==> src/rtl/afifo_pkg.sv <==
// Shared constants and types for the async-FIFO read-side stream logic.
// Word layout: [w-1] = sop, [w-2] = eop, remaining low bits = payload.
package afifo_pkg;

    localparam int unsigned ERR_CNT_W = 8;

    typedef enum logic {
        ST_IDLE   = 1'b0,
        ST_IN_PKT = 1'b1
    } frame_st_e;

    function automatic int unsigned sop_bit(input int unsigned width_data);
        return width_data - 1;
    endfunction

    function automatic int unsigned eop_bit(input int unsigned width_data);
        return width_data - 2;
    endfunction

endpackage

==> src/rtl/stream_skid_buf.sv <==
// Two-entry valid/ready buffer in strict FIFO order; the head entry drives data_o.
module stream_skid_buf #(
    parameter int unsigned Width = 8
) (
    input  logic             clk_i,
    input  logic             rst_ni,
    input  logic             push_i,
    input  logic [Width-1:0] push_data_i,
    input  logic             ready_i,
    output logic             valid_o,
    output logic [Width-1:0] data_o,
    output logic [1:0]       occ_o
);

    logic [Width-1:0] head_q, tail_q;
    logic [1:0]       occ_q;
    logic             pop;

    assign valid_o = (occ_q != 2'd0);
    assign pop     = valid_o && ready_i;
    assign data_o  = head_q;
    assign occ_o   = occ_q;

    // The producer never pushes into a full buffer unless it also pops.
    always_ff @(posedge clk_i) begin
        if (!rst_ni) begin
            head_q <= '0;
            tail_q <= '0;
            occ_q  <= 2'd0;
        end else begin
            case ({push_i, pop})
                2'b10: begin
                    if (occ_q == 2'd0) begin
                        head_q <= push_data_i;
                    end else begin
                        tail_q <= push_data_i;
                    end
                    occ_q <= occ_q + 2'd1;
                end
                2'b01: begin
                    head_q <= tail_q;
                    occ_q  <= occ_q - 2'd1;
                end
                2'b11: begin
                    if (occ_q == 2'd1) begin
                        head_q <= push_data_i;
                    end else begin
                        head_q <= tail_q;
                        tail_q <= push_data_i;
                    end
                end
                default: ;
            endcase
        end
    end

endmodule

==> src/rtl/afifo_rd_stream.sv <==
// Pops framed words from the async FIFO read port and emits a valid/ready packet
// stream, dropping stray beats and flagging truncated packets.
module afifo_rd_stream
    import afifo_pkg::*;
#(
    parameter int unsigned WIDTH_DATA = 36,
    parameter bit          SHOW_AHEAD = 1'b1,
    parameter int unsigned WIDTH_CNT  = 16
) (
    input  logic                  rdclock,
    input  logic                  rd_rst_n,
    input  logic [WIDTH_DATA-1:0] fifo_rdata,
    input  logic                  fifo_empty,
    output logic                  fifo_ren,
    output logic                  m_valid,
    input  logic                  m_ready,
    output logic [WIDTH_DATA-3:0] m_data,
    output logic                  m_sop,
    output logic                  m_eop,
    output logic                  m_err,
    output logic                  err_frame,
    output logic [ERR_CNT_W-1:0]  err_cnt,
    output logic [WIDTH_CNT-1:0]  pkt_cnt
);

    localparam int unsigned SOP_BIT = sop_bit(WIDTH_DATA);
    localparam int unsigned EOP_BIT = eop_bit(WIDTH_DATA);
    localparam int unsigned PAY_W   = WIDTH_DATA - 2;
    localparam int unsigned ENTRY_W = PAY_W + 3;

    frame_st_e            state_q;
    logic                 infl_q;
    logic                 err_frame_q;
    logic [ERR_CNT_W-1:0] err_cnt_q;
    logic [WIDTH_CNT-1:0] pkt_cnt_q;

    logic [1:0]           occ;
    logic [2:0]           budget;
    logic                 pop;
    logic                 cap_valid;
    logic                 cap_sop;
    logic                 cap_eop;
    logic                 fwd;
    logic                 frame_err;
    logic [ENTRY_W-1:0]   push_entry;
    logic [ENTRY_W-1:0]   head_entry;

    assign pop    = m_valid && m_ready;
    // Slots already spoken for: buffered beats plus a read still on its way.
    assign budget = {1'b0, occ} + {2'b00, infl_q} - {2'b00, pop};

    assign fifo_ren  = rd_rst_n && !fifo_empty && (budget < 3'd2);
    assign cap_valid = SHOW_AHEAD ? fifo_ren : infl_q;
    assign cap_sop   = fifo_rdata[SOP_BIT];
    assign cap_eop   = fifo_rdata[EOP_BIT];

    always_comb begin
        fwd       = 1'b0;
        frame_err = 1'b0;
        if (cap_valid) begin
            case (state_q)
                ST_IDLE: begin
                    fwd       = cap_sop;
                    frame_err = !cap_sop;
                end
                ST_IN_PKT: begin
                    fwd       = 1'b1;
                    frame_err = cap_sop;
                end
                default: ;
            endcase
        end
    end

    // A forwarded word only carries frame_err when it is a sop cutting a packet short.
    assign push_entry = {frame_err, cap_sop, cap_eop, fifo_rdata[PAY_W-1:0]};

    always_ff @(posedge rdclock) begin
        if (!rd_rst_n) begin
            state_q     <= ST_IDLE;
            infl_q      <= 1'b0;
            err_frame_q <= 1'b0;
            err_cnt_q   <= '0;
            pkt_cnt_q   <= '0;
        end else begin
            infl_q      <= !SHOW_AHEAD && fifo_ren;
            err_frame_q <= frame_err;
            if (frame_err && (err_cnt_q != '1)) begin
                err_cnt_q <= err_cnt_q + ERR_CNT_W'(1);
            end
            if (pop && m_eop) begin
                pkt_cnt_q <= pkt_cnt_q + WIDTH_CNT'(1);
            end
            if (fwd) begin
                state_q <= cap_eop ? ST_IDLE : ST_IN_PKT;
            end
        end
    end

    stream_skid_buf #(
        .Width (ENTRY_W)
    ) u_skid_buf (
        .clk_i       (rdclock),
        .rst_ni      (rd_rst_n),
        .push_i      (fwd && rd_rst_n),
        .push_data_i (push_entry),
        .ready_i     (m_ready),
        .valid_o     (m_valid),
        .data_o      (head_entry),
        .occ_o       (occ)
    );

    assign {m_err, m_sop, m_eop, m_data} = head_entry;
    assign err_frame = err_frame_q;
    assign err_cnt   = err_cnt_q;
    assign pkt_cnt   = pkt_cnt_q;

endmodule

==> config.mk <==
export PLATFORM = sky130hd
export DESIGN_NAME = afifo_rd_stream
export DESIGN_NICKNAME = d
export VERILOG_FILES = /design/src/rtl/afifo_pkg.sv /design/src/rtl/stream_skid_buf.sv /design/src/rtl/afifo_rd_stream.sv
export SDC_FILE = /design/constraint.sdc
export NUM_CORES = 1
export LEC_CHECK = 0
export BUFFER_PORTS_ARGS = -buffer_cell sky130_fd_sc_hd__buf_2
export CELL_PAD_IN_SITES_DETAIL_PLACEMENT = 1
export CELL_PAD_IN_SITES_GLOBAL_PLACEMENT = 2
export CORE_ASPECT_RATIO = 1.4
export CORE_MARGIN = 3
export CORE_UTILIZATION = 31
export DETAILED_ROUTE_END_ITERATION = 10
export PLACE_DENSITY_LB_ADDON = 0.12
export SLEW_MARGIN = 20
export SYNTH_ARGS = -nofsm -noshare
export SYNTH_HDL_FRONTEND = slang
export SYNTH_SLANG_ARGS = --single-unit
==> constraint.sdc <==
create_clock -name rdclock -period 2.9 [get_ports rdclock]
set_input_delay 0.58 -clock rdclock [delete_from_list [all_inputs] [get_ports rdclock]]
set_output_delay 0.58 -clock rdclock [all_outputs]
set_load 0.02 [all_outputs]
==> results.md, run 1 <==
- Fin crit period: 2.62 ns
- Max Cap Viol: 0
- Post-synth top area cell: dfxtp_1
- Worst R2R Setup Slack: 0.28 ns
- Worst skew pair latency: 0.34 ns
- Worst slew margin: 40.5%
- Total chip power: 0.00452 W
- RSZ-0062 raised after global routing: false
- Core box area: 13,100 µm²
- Hold Path End: u_skid_buf.tail_q[15]$_SDFFE_PN0P_
- Hold path cells: 2
- Syn Std Cell Area: 4230 µm²
- CTS root buffer: clkbuf_16
- Post-synth top flop: dfxtp_1
- Crit path max-delay family: buffers and inverters
- Clock share of power: 26.9%
- Reg2reg path depth: 12
- Num Clock Sinks: 102
- Count leader, synth: dfxtp_1
- Status: completed
- First-pass GRT wire length: 20.6 mm
- Row count: 49
- Seq pwr share: 39.9%
- Setup crit end kind: register
- Syn avg cell area: 8.65 µm²
- Yosys top cell area share: 48.3%
- Ys Warns: 0
- All-Layer GR Usage: 16.8%
- Grt total ovfl: 0
- Sw Share: 37.1%
- Clock Skew: 0.00631 ns
- WL per Instance: 16.3 µm
- Total CTS buffers: 9
- Worst Path Buf+Inv: 4
- Clk slew on worst S/H paths: 0.07 ns
- DIE AREA: 15,100 µm²
- Comb power frac: 33.2%
- Dpl cells: 751
- Yosys reg bits: 102
- # setup viols final: 0
- Final wirelength: 12.5 mm
- Min-delay worst type: register to register
- Share of cells above drive strength 1: 24.1%
- Leak: 2.20 nW
- DRC: 0
- Hold Worst Slack: 0.469 ns
- Setup CP Type: register to register
- Max incr delay on CP: 0.37 ns
- Die W: 105 µm
- Seq/Total Area, Yosys: 48.3%
- Largest net degree at the start of global routing: 102
- DR pass1 iterations: 4
- Post-synth top cells: 102 x dfxtp_1, 87 x nand2_1, 45 x o21ai_0
- Min setup slack post-route: 0.280 ns
- TritonCTS clock tree: yes
- Layout Cells excl Fill: 768
- Required time of the critical path: 3.16 ns
- Nets@finish: 633
- Worst EP arrival: 2.88 ns
- Vert. Die Dim: 144 µm
- DR vias: 3,922
- Initial DRC Count: 81
- Synthesis-to-finish area growth: 26.0%
- Worst reg2reg startpoint: u_skid_buf.occ_o[1]$_SDFFE_PN0P_
- Number of antenna diodes: 0
- Leading post-synthesis cells by cell area: dfxtp_1 48%, nand2_1 7.7%, a221oi_1 7.7%
- Gpl congestion: 0.741
- PwrDens: 849 nW/µm²
- Initial Util: 32.3%
- Post-synth EDFFs: 0
- Critical Path, Cell by Cell: inv_1, ha_1, buf_4, nor2b_2, inv_2, ha_1, nand2_1, o21ai_0, a21oi_4, buf_4, nand2_1, a21boi_0
- Asr flop ratio synth: 0%
- Crit-path max FO: 22
- Pre-CTS setup slack: -0.0477 ns
- Maximum VDD drop: 0.312 mV
- Routed Antenna Nets: 0
- CTS hold repair buffers: 0
- NetSw: 0.00168 W
- Maximum clock path buffer count: 2
- Int Pwr: 0.00285 W
- Syn nets: 537
- Vias in the first global route: 4,009
- Syn Inst Count: 489
- Fmax: 0.382 GHz
- Final Hold Fails: 0
- Reg-to-Reg End: u_skid_buf.tail_q[23]$_SDFFE_PN0P_
- Hold path start: u_skid_buf.tail_q[15]$_SDFFE_PN0P_
- Via/cell ratio: 5.11
- H-tree depth: 3
- Max Slew Vio Count: 0
- Final HPWL DP: 8.07 mm
- Worst-Margin Slew: 0.892 ns
- Final worst path period share: 90.3%
- Port bufs: 103
- Io pins: 104
- CP max stage cell: dfxtp_1
- Initial antenna violation count: 0
- Critical Path Start Type: register
- Utilization after layout: 40.6%
- Distinct cells, synth: 38
==> power groups by stage <==
stage / Sequential (W) / Clock [W] / Combinational, W
4_1_cts: 0.00181 / 0.00125 / 0.00153
3_3_place_gp: 0.00183 / 0 / 0.00144
6_report: 0.00180 / 0.00122 / 0.00150
2_1_floorplan: 0.00205 / 0 / 0.000662
5_1_grt: 0.00184 / 0.00130 / 0.00167
3_5_place_dp: 0.00183 / 0 / 0.00151
==> worst max path at each step <==
stage	from	end	slack [ns]	cells after the start
finish	u_skid_buf.occ_o[1]$_SDFFE_PN0P_	u_skid_buf.tail_q[23]$_SDFFE_PN0P_	0.28	12
CTS	u_skid_buf.occ_o[0]$_SDFFE_PN0P_	u_skid_buf.data_o[36]$_SDFFE_PN0P_	0.005	12
global placement	u_skid_buf.occ_o[0]$_SDFFE_PN0P_	u_skid_buf.data_o[36]$_SDFFE_PN0P_	-0.04	9
floorplan	u_skid_buf.occ_o[0]$_SDFFE_PN0P_	u_skid_buf.tail_q[10]$_SDFFE_PN0P_	0.22	11
global route	u_skid_buf.occ_o[1]$_SDFFE_PN0P_	u_skid_buf.tail_q[23]$_SDFFE_PN0P_	0.01	12
detailed placement	u_skid_buf.occ_o[0]$_SDFFE_PN0P_	u_skid_buf.data_o[36]$_SDFFE_PN0P_	-0.05	9
==> logic make-up (layout without fill, tap and decap cells) <==
logic type	count (synthesis)	in the layout	share of synthesized area, %
fa+ha+maj	8	8	2.37
xor+xnor	15	15	3.10
mux	2	2	0.473
flops	102	102	48.3
compound gates	135	135	22.3
buf+inv	43	143	3.84
simple gates	184	185	19.7
==> cell type report <==
cell class | count | area (µm²)
Timing Repair Buffer | 115 | 638
Fill cell | 1609 | 7790
Tap cell | 178 | 223
Clock inverter | 6 | 61.3
Sequential cell | 102 | 2040
Clock buffer | 10 | 229
Inverter | 12 | 45.0
Multi-Input combinational cell | 345 | 2090
==> through the flow <==
step / setup TNS [ns] / area, µm²
4_1_cts: 0 / 5310
3_5_place_dp: -0.914 / 5010
6_report: 0 / 5330
5_1_grt: 0 / 5330
2_1_floorplan: 0 / 4230
3_3_place_gp: -0.169 / 4980
==> placed cells by master (no fill, tap or decap), types with 2 or more instances in the layout <==
| cell type | instances |
|---|---|
| ha_1 | 8 |
| and2_1 | 13 |
| clkbuf_16 | 9 |
| a21boi_0 | 40 |
| mux2i_1 | 2 |
| or3_1 | 4 |
| nand2_1 | 87 |
| and3_1 | 2 |
| nand3_1 | 12 |
| nand4_1 | 5 |
| clkinv_2 | 3 |
| buf_4 | 10 |
| nor4_1 | 3 |
| nor3_1 | 3 |
| a221oi_2 | 2 |
| inv_1 | 11 |
| o31ai_1 | 2 |
| dfxtp_1 | 101 |
| a221oi_1 | 35 |
| nor2_4 | 2 |
| o21ai_0 | 45 |
| buf_2 | 103 |
| and4_1 | 2 |
| xor2_1 | 3 |
| nor2_1 | 41 |
| nor2b_1 | 3 |
| o211ai_1 | 3 |
| xnor2_1 | 12 |
==> repair_timing <==
action,CTS,global route
setup buffers,0,0
cloned,1,0
gates resized for setup,2,4
setup endpoints to repair,37,45
==> worst min-delay path, stage by stage (launching register included) <==
cell      delay, ns
dfxtp_1        0.31
nand2_1        0.05
a21boi_0       0.06
==> state kept, by name, summed over array words and instances (netlist names) <==
name / count
err_cnt: 8
err_frame: 1
pkt_cnt: 16
state_q: 1
u_skid_buf.data_o: 37
u_skid_buf.occ_o: 2
u_skid_buf.tail_q: 37
==> metal layers <==
metal  GRT usage (%)  up-vias  routed length, µm
li1                -     1912                  -
met2            29.7       71               6220
met4            5.60        0                163
met1            20.6     1929               5620
met3            2.99       10                537
met5               0        -                  0
Note: power is estimated with default switching activity, not from simulation.
==> run 2: changes to the inputs <==
- PLACE_DENSITY_LB_ADDON: 0.12 -> 0.15
==> results.md, run 2 (synthesis gave the netlist of run 1 again) <==
- Critical Path Start Type: register
- Clock Skew: 0.00793 ns (+0.00162 ns)
- Dpl cells: 753 (+0.27%)
- DRC: 0 (unchanged)
- CTS root buffer: clkbuf_16
- DR vias: 3,930 (+0.20%)
- Crit path max-delay family: buffers and inverters
- Utilization after layout: 40.7% (about the same)
- Initial antenna violation count: 0 (unchanged)
- Worst slew margin: 41.2% (+0.71 points)
- Num Clock Sinks: 102 (unchanged)
- Largest net degree at the start of global routing: 102 (unchanged)
- WL per Instance: 16.1 µm (-1.2%)
- Final worst path period share: 92.2% (+1.9 points)
- Layout fillers: 1,614 (+0.31%)
- Crit path launch: u_skid_buf.occ_o[0]$_SDFFE_PN0P_
- RSZ-0062 raised after global routing: false
- Sw Share: 36.2% (-0.82 points)
- Worst reg2reg startpoint: u_skid_buf.occ_o[0]$_SDFFE_PN0P_
- DIE AREA: 15,100 µm² (unchanged)
- All-Layer GR Usage: 16.9% (+0.11 points)
- Seq pwr share: 39.8% (about the same)
- Worst Path Buf+Inv: 4 (unchanged)
- Worst R2R Setup Slack: 0.23 ns (-0.05 ns)
- Row count: 49 (unchanged)
- Layout Cells excl Fill: 769 (+0.13%)
- Setup CP Type: register to register
- DR pass1 iterations: 4 (unchanged)
- Max Cap Viol: 0 (unchanged)
- Gpl congestion: 0.739 (-0.27%)
- Vias in the first global route: 4,033 (+0.60%)
- TritonCTS clock tree: yes
- Maximum VDD drop: 0.351 mV (+13%)
- # setup viols final: 0 (unchanged)
- Leak: 2.21 nW (+0.27%)
- Hold path start: u_skid_buf.tail_q[22]$_SDFFE_PN0P_
- Die W: 105 µm (unchanged)
- Final wirelength: 12.4 mm (-1.1%)
- Initial Util: 32.3% (unchanged)
- Routed Antenna Nets: 0 (unchanged)
- Fin crit period: 2.67 ns (+0.0547 ns)
- Io pins: 104 (unchanged)
- Nets@finish: 635 (+0.32%)
- H-tree depth: 3 (unchanged)
- NetSw: 0.00164 W (-2.0%)
- Vert. Die Dim: 144 µm (unchanged)
- Final Hold Fails: 0 (unchanged)
- Required time of the critical path: 3.16 ns (about the same)
- Worst-Margin Slew: 0.881 ns (-0.0106 ns)
- Number of antenna diodes: 0 (unchanged)
- Min setup slack post-route: 0.225 ns (-0.0547 ns)
- Max Slew Vio Count: 0 (unchanged)
- Worst EP arrival: 2.93 ns (+0.05 ns)
- Crit-path max FO: 20 (-9.1%)
- Fmax: 0.374 GHz (-2.0%)
- PwrDens: 850 nW/µm² (+0.18%)
- Min-delay worst type: register to register
- Share of cells above drive strength 1: 23.9% (-0.21 points)
- CP max stage cell: dfxtp_1
- Synthesis-to-finish area growth: 26.0% (about the same)
- Total CTS buffers: 9 (unchanged)
- WP depth: 12 (unchanged)
- Clock share of power: 27.1% (+0.2 points)
- Grt total ovfl: 0 (unchanged)
- Final HPWL DP: 8.03 mm (-0.40%)
- Reg2reg path depth: 12 (unchanged)
- Initial DRC Count: 114 (+41%)
- Clk slew on worst S/H paths: 0.07 ns (about the same)
- Max incr delay on CP: 0.41 ns (+0.04 ns)
- Port bufs: 103 (unchanged)
- Setup crit end kind: register
- Total chip power: 0.00453 W (+0.26%)
- Most common cell after layout, fill and taps aside: buf_2
- Worst skew pair latency: 0.34 ns (about the same)
- Comb power frac: 33.1% (about the same)
- Critical Path, Cell by Cell: inv_1, ha_1, buf_4, nor2b_2, inv_2, ha_1, nand2_1, o21ai_0, a21oi_4, buf_4, nand2_1, a21boi_0
- Reg-to-Reg End: u_skid_buf.tail_q[1]$_SDFFE_PN0P_
- Maximum clock path buffer count: 2 (unchanged)
- Pre-CTS setup slack: -0.106 ns (-0.0585 ns)
- Most frequent cells in the layout: 103 x buf_2, 102 x dfxtp_1, 87 x nand2_1, 45 x o21ai_0, 41 x nor2_1
- Via/cell ratio: 5.11 (about the same)
- First-pass GRT wire length: 20.7 mm (+0.37%)
- Status: completed
- Core box area: 13,100 µm² (unchanged)
- Int Pwr: 0.00289 W (+1.6%)
- Worst Setup EP: u_skid_buf.tail_q[1]$_SDFFE_PN0P_
[run 2: cell count changes in the layout (fill, tap and decap cells not counted)]
| cell | before | now |
|---|---|---|
| buf_12 | 1 | 0 |
| a221oi_2 | 2 | 0 |
| dfxtp_2 | 1 | 0 |
| clkinv_4 | 0 | 1 |
| dfxtp_1 | 101 | 102 |
| clkbuf_8 | 0 | 2 |
| buf_4 | 10 | 13 |
| nor3_1 | 3 | 2 |
| nor3_2 | 0 | 1 |
| clkinvlp_4 | 1 | 0 |
| a221oi_1 | 35 | 37 |
| inv_6 | 1 | 0 |
| clkinv_2 | 3 | 1 |
[run 2: stage by stage]
| step | hold slack [ns] | instance area [µm²] | TNS [ns] |
|---|---|---|---|
| 2_1_floorplan | 0.443 | 4230 | 0 |
| 3_3_place_gp | 0.452 | 4980 | -0.430 |
| 3_5_place_dp | 0.461 | 5010 | -2.37 |
| 4_1_cts | 0.470 | 5330 | 0 |
| 5_1_grt | 0.485 | 5330 | 0 |
| 6_report | 0.468 | 5330 | 0 |
[run 2: power groups by stage]
| stage | Sequential, W | Clock [W] | Combinational (W) |
|---|---|---|---|
| after floorplan | 0.00205 | 0 | 0.000662 |
| after global placement | 0.00184 | 0 | 0.00144 |
| after detailed placement | 0.00184 | 0 | 0.00150 |
| after CTS | 0.00181 | 0.00127 | 0.00153 |
| after global routing | 0.00184 | 0.00133 | 0.00166 |
| final | 0.00181 | 0.00123 | 0.00150 |
[run 2: layout make-up]
| cell class | instances | area [µm²] | area share (%) |
|---|---|---|---|
| clock buffer | 12 | 256 | 4.81 |
| inverter | 12 | 45.0 | 0.844 |
| tap | 178 | 223 | 4.18 |
| sequential | 102 | 2040 | 38.3 |
| multi-input combinational | 345 | 2080 | 39.1 |
| clock inverter | 3 | 43.8 | 0.821 |
| timing repair buffer | 117 | 641 | 12.0 |
[run 2: worst register-to-register path, cell delays in order, from the launching register on]
cell	delay [ns]
dfxtp_1	0.41
inv_1	0.07
ha_1	0.22
buf_4	0.17
nor2b_2	0.33
inv_2	0.18
ha_1	0.27
nand2_1	0.09
o21ai_0	0.14
a21oi_4	0.15
buf_4	0.29
nand2_1	0.11
a21boi_0	0.17
[run 2: worst min-delay path by stage]
stage	end	slack, ns	cells past startpoint
floorplan	u_skid_buf.tail_q[10]$_SDFFE_PN0P_	0.44	2
global placement	u_skid_buf.tail_q[27]$_SDFFE_PN0P_	0.45	2
detailed placement	u_skid_buf.tail_q[10]$_SDFFE_PN0P_	0.46	2
CTS	u_skid_buf.tail_q[10]$_SDFFE_PN0P_	0.47	2
global route	u_skid_buf.tail_q[10]$_SDFFE_PN0P_	0.49	2
finish	u_skid_buf.tail_q[22]$_SDFFE_PN0P_	0.47	2
[run 2: what timing repair did]
item	CTS	global route
pin swaps	1	0
setup buffers	0	0
resized for setup	3	1
endpoints found under the setup margin	37	74
hold buffers	0	0
gates cloned	1	0
[run 2: routing by layer]
layer | GRT usage [%] | vias up | routed length (µm)
met5 | 0 | - | 0
met4 | 6.36 | 0 | 223
met3 | 3.17 | 10 | 438
met2 | 29.5 | 80 | 6140
met1 | 20.7 | 1927 | 5610
li1 | - | 1913 | -
